File: src/rtl/psum_pkg.sv
// -----------------------------------------------------------------------------
// psum_pkg
// Shared constants for the partial-sum output path: default column count and
// widths used by both the output buffer and the downstream merger, the signed
// saturation limits for the default partial-sum width, and the accumulator
// state encoding.
// -----------------------------------------------------------------------------
package psum_pkg;

  localparam int PSUM_NUM_COLS    = 32;
  localparam int PSUM_MAC_WIDTH   = 16;
  localparam int PSUM_ODATA_WIDTH = 20;

  // Signed clamp limits of a PSUM_ODATA_WIDTH-bit partial sum
  localparam logic signed [PSUM_ODATA_WIDTH-1:0] PSUM_SAT_MAX =
    {1'b0, {(PSUM_ODATA_WIDTH-1){1'b1}}};
  localparam logic signed [PSUM_ODATA_WIDTH-1:0] PSUM_SAT_MIN =
    {1'b1, {(PSUM_ODATA_WIDTH-1){1'b0}}};

  // FIRST: next accepted beat loads the accumulator; ACCUM: next beat adds
  typedef enum logic {
    ACC_FIRST = 1'b0,
    ACC_ACCUM = 1'b1
  } acc_state_t;

endpackage

File: src/rtl/psum_fifo.sv
// -----------------------------------------------------------------------------
// psum_fifo
// Small circular FIFO holding finished partial-sum vectors. DEPTH need not be
// a power of two; pointers wrap explicitly from DEPTH-1 to 0. The head output
// is forced to zero while the FIFO is empty.
//
// Ports
//   i_clk        clock, rising edge
//   i_rst_n      synchronous active-low reset (pointers and count)
//   i_clear      synchronous flush (pointers and count)
//   i_push       write i_push_data at the write pointer
//   i_push_data  vector to store
//   i_pop        advance the read pointer
//   o_head       entry at the read pointer, zero when empty
//   o_count      number of occupied entries
// -----------------------------------------------------------------------------
module psum_fifo #(
  parameter int WIDTH = 640,
  parameter int DEPTH = 2
) (
  input  logic                       i_clk,
  input  logic                       i_rst_n,
  input  logic                       i_clear,
  input  logic                       i_push,
  input  logic [WIDTH-1:0]           i_push_data,
  input  logic                       i_pop,
  output logic [WIDTH-1:0]           o_head,
  output logic [$clog2(DEPTH+1)-1:0] o_count
);

  localparam int PTR_W = (DEPTH > 1) ? $clog2(DEPTH) : 1;
  localparam int CNT_W = $clog2(DEPTH+1);

  logic [WIDTH-1:0] r_mem [DEPTH];
  logic [PTR_W-1:0] r_wr_ptr;
  logic [PTR_W-1:0] r_rd_ptr;
  logic [CNT_W-1:0] r_count;

  function automatic logic [PTR_W-1:0] ptr_inc(input logic [PTR_W-1:0] p);
    return (p == PTR_W'(DEPTH-1)) ? '0 : p + 1'b1;
  endfunction

  // Storage carries no reset; validity is tracked by r_count alone
  always_ff @(posedge i_clk) begin
    if (i_push) begin
      r_mem[r_wr_ptr] <= i_push_data;
    end
  end

  always_ff @(posedge i_clk) begin
    if (!i_rst_n || i_clear) begin
      r_wr_ptr <= '0;
      r_rd_ptr <= '0;
      r_count  <= '0;
    end else begin
      if (i_push) r_wr_ptr <= ptr_inc(r_wr_ptr);
      if (i_pop)  r_rd_ptr <= ptr_inc(r_rd_ptr);
      case ({i_push, i_pop})
        2'b10:   r_count <= r_count + 1'b1;
        2'b01:   r_count <= r_count - 1'b1;
        default: r_count <= r_count;
      endcase
    end
  end

  assign o_head  = (r_count == '0) ? '0 : r_mem[r_rd_ptr];
  assign o_count = r_count;

endmodule

File: src/rtl/psum_out_buffer.sv
// -----------------------------------------------------------------------------
// psum_out_buffer
// Accumulates groups of per-column MAC results into saturated partial sums and
// queues each finished group for a merger that acknowledges through a
// registered ack. The offer is dropped combinationally in any ack cycle so the
// merger never captures the same entry twice.
//
// Ports
//   clk, rst_n        clock; synchronous active-low reset
//   clear             synchronous flush of accumulator, FIFO and handshake
//   mac_valid/ready   MAC beat handshake; mac_last closes a group
//   mac_data          NUM_COLS signed MAC_WIDTH columns
//   psum_buff_out     FIFO head, NUM_COLS signed ODATA_WIDTH columns
//   psum_data_ready   head offered to the merger
//   psum_ack          merger acknowledge (one cycle after the offer)
//   fifo_count        occupied FIFO entries
//   sat_flag          sticky: some column saturated
//   ack_err           sticky: ack arrived without a preceding offer
// -----------------------------------------------------------------------------
module psum_out_buffer
  import psum_pkg::*;
#(
  parameter int NUM_COLS    = PSUM_NUM_COLS,
  parameter int MAC_WIDTH   = PSUM_MAC_WIDTH,
  parameter int ODATA_WIDTH = PSUM_ODATA_WIDTH,
  parameter int DEPTH       = 2
) (
  input  logic                            clk,
  input  logic                            rst_n,
  input  logic                            clear,
  input  logic                            mac_valid,
  input  logic                            mac_last,
  input  logic [NUM_COLS*MAC_WIDTH-1:0]   mac_data,
  output logic                            mac_ready,
  output logic [NUM_COLS*ODATA_WIDTH-1:0] psum_buff_out,
  output logic                            psum_data_ready,
  input  logic                            psum_ack,
  output logic [$clog2(DEPTH+1)-1:0]      fifo_count,
  output logic                            sat_flag,
  output logic                            ack_err
);

  localparam int CNT_W = $clog2(DEPTH+1);
  localparam int VEC_W = NUM_COLS*ODATA_WIDTH;

  localparam logic signed [ODATA_WIDTH-1:0] SAT_MAX = {1'b0, {(ODATA_WIDTH-1){1'b1}}};
  localparam logic signed [ODATA_WIDTH-1:0] SAT_MIN = {1'b1, {(ODATA_WIDTH-1){1'b0}}};

  // Returns {saturated, clamped sum}; overflow shows as the two top bits of
  // the one-bit-wider sum disagreeing.
  function automatic logic [ODATA_WIDTH:0] sat_add(
    input logic signed [ODATA_WIDTH-1:0] a,
    input logic signed [ODATA_WIDTH-1:0] b
  );
    logic signed [ODATA_WIDTH:0] s;
    s = (ODATA_WIDTH+1)'(a) + (ODATA_WIDTH+1)'(b);
    if (s[ODATA_WIDTH] == s[ODATA_WIDTH-1]) begin
      return {1'b0, s[ODATA_WIDTH-1:0]};
    end else if (s[ODATA_WIDTH]) begin
      return {1'b1, SAT_MIN};
    end else begin
      return {1'b1, SAT_MAX};
    end
  endfunction

  acc_state_t          r_state;
  acc_state_t          w_state_nxt;
  logic                w_first;
  logic [VEC_W-1:0]    r_acc;
  logic [VEC_W-1:0]    w_sum;
  logic [NUM_COLS-1:0] w_sat_col;
  logic                r_offered;
  logic                r_sat;
  logic                r_ack_err;
  logic                w_accept;
  logic                w_push;
  logic                w_pop;
  logic [CNT_W-1:0]    w_count;
  logic [VEC_W-1:0]    w_head;

  // Handshake: ready is based on the registered count only, so a pop in the
  // same cycle never opens the input.
  assign mac_ready       = (w_count < CNT_W'(DEPTH)) && !clear;
  assign w_accept        = mac_valid && mac_ready;
  assign w_push          = w_accept && mac_last;
  assign psum_data_ready = (w_count != '0) && !psum_ack && !clear;
  assign w_pop           = psum_ack && r_offered && (w_count != '0) && !clear;

  // Accumulator FSM: state register
  always_ff @(posedge clk) begin
    if (!rst_n) begin
      r_state <= ACC_FIRST;
    end else begin
      r_state <= w_state_nxt;
    end
  end

  // Accumulator FSM: next state
  always_comb begin
    w_state_nxt = r_state;
    if (clear) begin
      w_state_nxt = ACC_FIRST;
    end else if (w_accept) begin
      w_state_nxt = mac_last ? ACC_FIRST : ACC_ACCUM;
    end
  end

  // Accumulator FSM: outputs
  always_comb begin
    w_first = (r_state == ACC_FIRST);
  end

  // Per-column load or saturating add
  for (genvar c = 0; c < NUM_COLS; c++) begin : g_col
    logic signed [MAC_WIDTH-1:0]   w_mac;
    logic signed [ODATA_WIDTH-1:0] w_ext;
    logic signed [ODATA_WIDTH-1:0] w_acc;
    logic        [ODATA_WIDTH:0]   w_res;

    assign w_mac = mac_data[c*MAC_WIDTH +: MAC_WIDTH];
    assign w_ext = ODATA_WIDTH'(w_mac);
    assign w_acc = r_acc[c*ODATA_WIDTH +: ODATA_WIDTH];
    assign w_res = sat_add(w_acc, w_ext);

    assign w_sum[c*ODATA_WIDTH +: ODATA_WIDTH] = w_first ? w_ext : w_res[ODATA_WIDTH-1:0];
    assign w_sat_col[c] = !w_first && w_res[ODATA_WIDTH];
  end

  // Running sum; the pushed value comes straight from w_sum, so r_acc only
  // matters while the group is open.
  always_ff @(posedge clk) begin
    if (!rst_n) begin
      r_acc <= '0;
    end else if (w_accept) begin
      r_acc <= w_sum;
    end
  end

  // Offer tracking and sticky status; clear leaves the sticky flags alone.
  always_ff @(posedge clk) begin
    if (!rst_n) begin
      r_offered <= 1'b0;
      r_sat     <= 1'b0;
      r_ack_err <= 1'b0;
    end else begin
      r_offered <= psum_data_ready;
      if (w_accept && (|w_sat_col)) r_sat     <= 1'b1;
      if (psum_ack && !r_offered)   r_ack_err <= 1'b1;
    end
  end

  psum_fifo #(
    .WIDTH (VEC_W),
    .DEPTH (DEPTH)
  ) u_fifo (
    .i_clk       (clk),
    .i_rst_n     (rst_n),
    .i_clear     (clear),
    .i_push      (w_push),
    .i_push_data (w_sum),
    .i_pop       (w_pop),
    .o_head      (w_head),
    .o_count     (w_count)
  );

  assign psum_buff_out = w_head;
  assign fifo_count    = w_count;
  assign sat_flag      = r_sat;
  assign ack_err       = r_ack_err;

endmodule

File: config.mk
export PLATFORM = sky130hd
export DESIGN_NAME = psum_out_buffer
export DESIGN_NICKNAME = d
export VERILOG_FILES = /design/src/rtl/psum_pkg.sv /design/src/rtl/psum_fifo.sv /design/src/rtl/psum_out_buffer.sv
export SDC_FILE = /design/constraint.sdc
export NUM_CORES = 2
export LEC_CHECK = 0
export ABC_AREA = 0
export CORE_MARGIN = 4
export CORE_UTILIZATION = 40
export DETAILED_ROUTE_END_ITERATION = 6
export MAX_ROUTING_LAYER = met4
export SLEW_MARGIN = 10
export SYNTH_ARGS = -nofsm -noshare
export SYNTH_HDL_FRONTEND = slang
export SYNTH_HIERARCHICAL = 1
export SYNTH_SLANG_ARGS = --single-unit
File: constraint.sdc
create_clock -name clk -period 71.3 [get_ports clk]
set_input_delay 21.39 -clock clk [delete_from_list [all_inputs] [get_ports clk]]
set_output_delay 21.39 -clock clk [all_outputs]
set_load 0.02 [all_outputs]
==> impl_metrics.csv <==
group,metric,value,unit
sta,fin_tns_setup,0,ns
global_route,groute.usage.overall,26.22,%
cts,postCtsResizedCells,0,
cts,clkSinkCount,1929,
placement,dp_hpwl,270.4,mm
cells_and_area,fill_cells,25070,
status,outcome,"finished with violations",
drt,viasPerCell,5.594,
cts,tritoncts,"built",
sta,period_share,63.29,%
floorplanning,core_area,0.2746,mm2
synthesis,syn_area,0.1107,mm2
synthesis,synth-seq-cells,1929,
setup_path,crit_arrival,23.73,ns
setup_path,worst_path_most_repeated_cell,"clkdlybuf4s50_1",
synthesis,post-synth-top-count-cell,"nor2_1",
power,ir_drop,0.01871,mV
hold_path,hold_start,"r_acc[607]$_SDFFE_PN0P_",
sta,max_slew_margin,18.42,%
synthesis,synth-main-ff-cell,"edfxtp_1",
cts,cts_max_level,4,
setup_path,worst-path-max-fanout,4,
sta,drv_slew,0,
synthesis,synth-simple-area-share,11.56,%
setup_path,r2r-start,"r_acc[41]$_SDFFE_PN0P_",
floorplanning,die_area,0.2851,mm2
placement,place_congestion,0.9336,
synthesis,yosysWarnings,6,
cells_and_area,final_nets,13150,
cts,root_buffer,"clkbuf_16",
drt,ant_nets,0,
synthesis,synth_common_cells,"nor2_1, edfxtp_1, a21oi_1, o21ai_0, mux2i_1",
setup_path,rr_worst_depth,13,
synthesis,avgSynthCellArea,10.06,um2
drt,drcViolationCount,3,
global_route,antenna_found_initial,120,
setup_path,critPathMaxStageDelay,0.82,ns
synthesis,synth_edf_count,1280,
synthesis,async_flop_share,0,%
setup_path,crit_chain,"clkdlybuf4s50_1 -> o21bai_1 -> nor2_1 -> clkdlybuf4s50_1",
synthesis,synth_mux_area_share,7.896,%
sta,rsz0062_at_grt,"false",
synthesis,synth_area_leaders,"edfxtp_1, dfxtp_1, ha_1, mux2i_1, nor2_1",
sta,min_period,45.13,ns
status,violations,"DRC",
synthesis,synth_top_area_share,34.73,%
cts,clkTransAtPathRegs,0.06,ns
synthesis,yosys.area.top_type,"edfxtp_1",
floorplanning,die_w,534.0,um
cts,cts_setup_buffers,0,
cts,cts_buffer_depth,4,
setup_path,cp-end-kind,"output pin",
hold_path,hold_class,"register to register",
cells_and_area,drive_gt1_share,6.723,%
hold_path,min_path_cells,2,
setup_path,cp_slowest_cell,"nor2_1",
synthesis,synthAdderAreaFrac,9.092,%
synthesis,ys_seq_area_share,46.47,%
synthesis,synth_compound_area_share,17.47,%
sta,fmax,22.16,MHz
synthesis,synthXorXnorAreaFrac,4.438,%
sta,worst_pin_slew,1.190,ns
global_route,grt_max_degree,150,
sta,setup_violations,0,
global_route,grt_pass1_wl,560.8,mm
setup_path,worstSetupPathType,"input pin to output pin",
cts,clk_latency,0.92,ns
drt,wl_per_cell,23.86,um
global_route,grt_pass1_vias,87130,
synthesis,syn-num-nets,12190,
drt,wirelength,380.3,mm
drt,drt_iter0_drc,6645,
setup_path,r2r_end,"sat_flag$_SDFFE_PN0P_",
setup_path,critPathLaunchType,"input pin",
cts,numCtsBuffers,223,
placement,port_buffers,1163,
setup_path,r2r_setup_slack,65.76,ns
hold_path,hold_end,"r_acc[607]$_SDFFE_PN0P_",
synthesis,synth_top_family_by_area,"compound AO/OA/AOI/OAI gates",
synthesis,ys_types,89,
floorplanning,start_util,40.30,%
floorplanning,pin_count,1164,
synthesis,synthCells,11000,
drt,dr.pass1.iters,7,
floorplanning,die_h,534.0,um
drt,vias,89140,
setup_path,crit_required,49.91,ns
run,drv_cap,0,
power,p_leak,49.76,nW
sta,skew,0.05133,ns
floorplanning,core.rowCount,192,
sta,finalHoldViolCount,0,
power,power_density,22.62,mW/mm2
sta,hold_ws,0.4583,ns
cells_and_area,area_growth,20.37,%
cts,ctsHoldBuffers,0,
global_route,gr-total-overflow,0,
[per-layer routing]
layer  vias to the layer above  GRT usage, %  share of wire, %
met3                       584         5.562               7.4
met2                      2876         41.67                46
met4                         0         10.19               4.3
met1                     43400         32.73                42
met5                         -             -                 0
li1                      42290             -                 -
[through the flow]
stage | std cells | util, % | setup WS [ns] | cell area (um2) | total power [mW]
5_1_grt | 15920 | 48.50 | 26.20 | 133200 | 3.145
3_3_place_gp | 15420 | 45.62 | 26.15 | 125300 | 1.809
2_1_floorplan | 11000 | - | 20.96 | 110700 | 1.656
4_1_cts | 15840 | 48.42 | 26.16 | 133000 | 3.039
6_report | 15940 | 48.51 | 26.18 | 133200 | 3.013
3_5_place_dp | 15420 | 45.62 | 26.18 | 125300 | 1.820
[layout by cell type (no fill, tap or decap), drive strengths merged, types with 265 or more instances in the layout]
cell,instances
dfxtp,649
a21o,370
nor2,1760
mux2i,666
clkdlybuf4s50,1162
edfxtp,1280
xnor2,294
o21ai,876
ha,641
a21oi,880
nand2,613
xor2,265
clkbuf,285
[how the worst max path moves through the flow]
| stage | start | end | slack (ns) | depth (start not counted) |
|---|---|---|---|---|
| 2_1_floorplan | clear | u_fifo/r_mem[0][0]$_DFFE_PP_ | 20.96 | 4 |
| 3_3_place_gp | clear | psum_data_ready | 26.15 | 4 |
| 3_5_place_dp | clear | psum_data_ready | 26.18 | 4 |
| 4_1_cts | clear | psum_data_ready | 26.16 | 4 |
| 5_1_grt | clear | psum_data_ready | 26.20 | 4 |
| 6_report | clear | psum_data_ready | 26.18 | 4 |
[where the power goes]
| part | total [mW] | internal, mW | switching [mW] |
|---|---|---|---|
| Combinational | 0.550 | 0.218 | 0.332 |
| Sequential | 1.25 | 1.24 | 0.0164 |
| Clock | 1.21 | 0.715 | 0.494 |
| Total | 3.01 | 2.17 | 0.842 |
[logic make-up after synthesis]
| group | after synthesis |
|---|---|
| flip-flops | 1929 |
| XOR/XNOR | 559 |
| adder cells (fa/ha/maj) | 813 |
| multiplexers | 850 |
| AND/OR/NAND/NOR | 3039 |
| buffers and inverters | 728 |
| AO/OA/AOI/OAI | 3081 |
[sequential cells by signal (all words and copies together), names as in the netlist, named ones only]
signal,flops
u_fifo/r_mem,1280
r_acc,640
u_fifo/o_count,2
ack_err,1
r_offered,1
r_state,1
sat_flag,1
u_fifo/r_rd_ptr,1
u_fifo/r_wr_ptr,1
[area by class of cell]
| class | count | area [um2] | share of cell area, % |
|---|---|---|---|
| Antenna cell | 98 | 245.2 | 0.1841 |
| Clock inverter | 132 | 1613 | 1.211 |
| Inverter | 180 | 690.7 | 0.5185 |
| Clock buffer | 285 | 6065 | 4.553 |
| Tap cell | 3686 | 4612 | 3.462 |
| Timing Repair Buffer | 1284 | 12650 | 9.500 |
| Sequential cell | 1929 | 51440 | 38.62 |
| Multi-Input combinational cell | 8342 | 55890 | 41.96 |
[critical path: cells and delay by family]
family                 cells  cell delay [ns]
AOI/OAI and AO/OA          1             0.23
buffers and inverters      2             1.27
and+or+nand+nor            1             0.82
(Power assumes the default switching activity.)
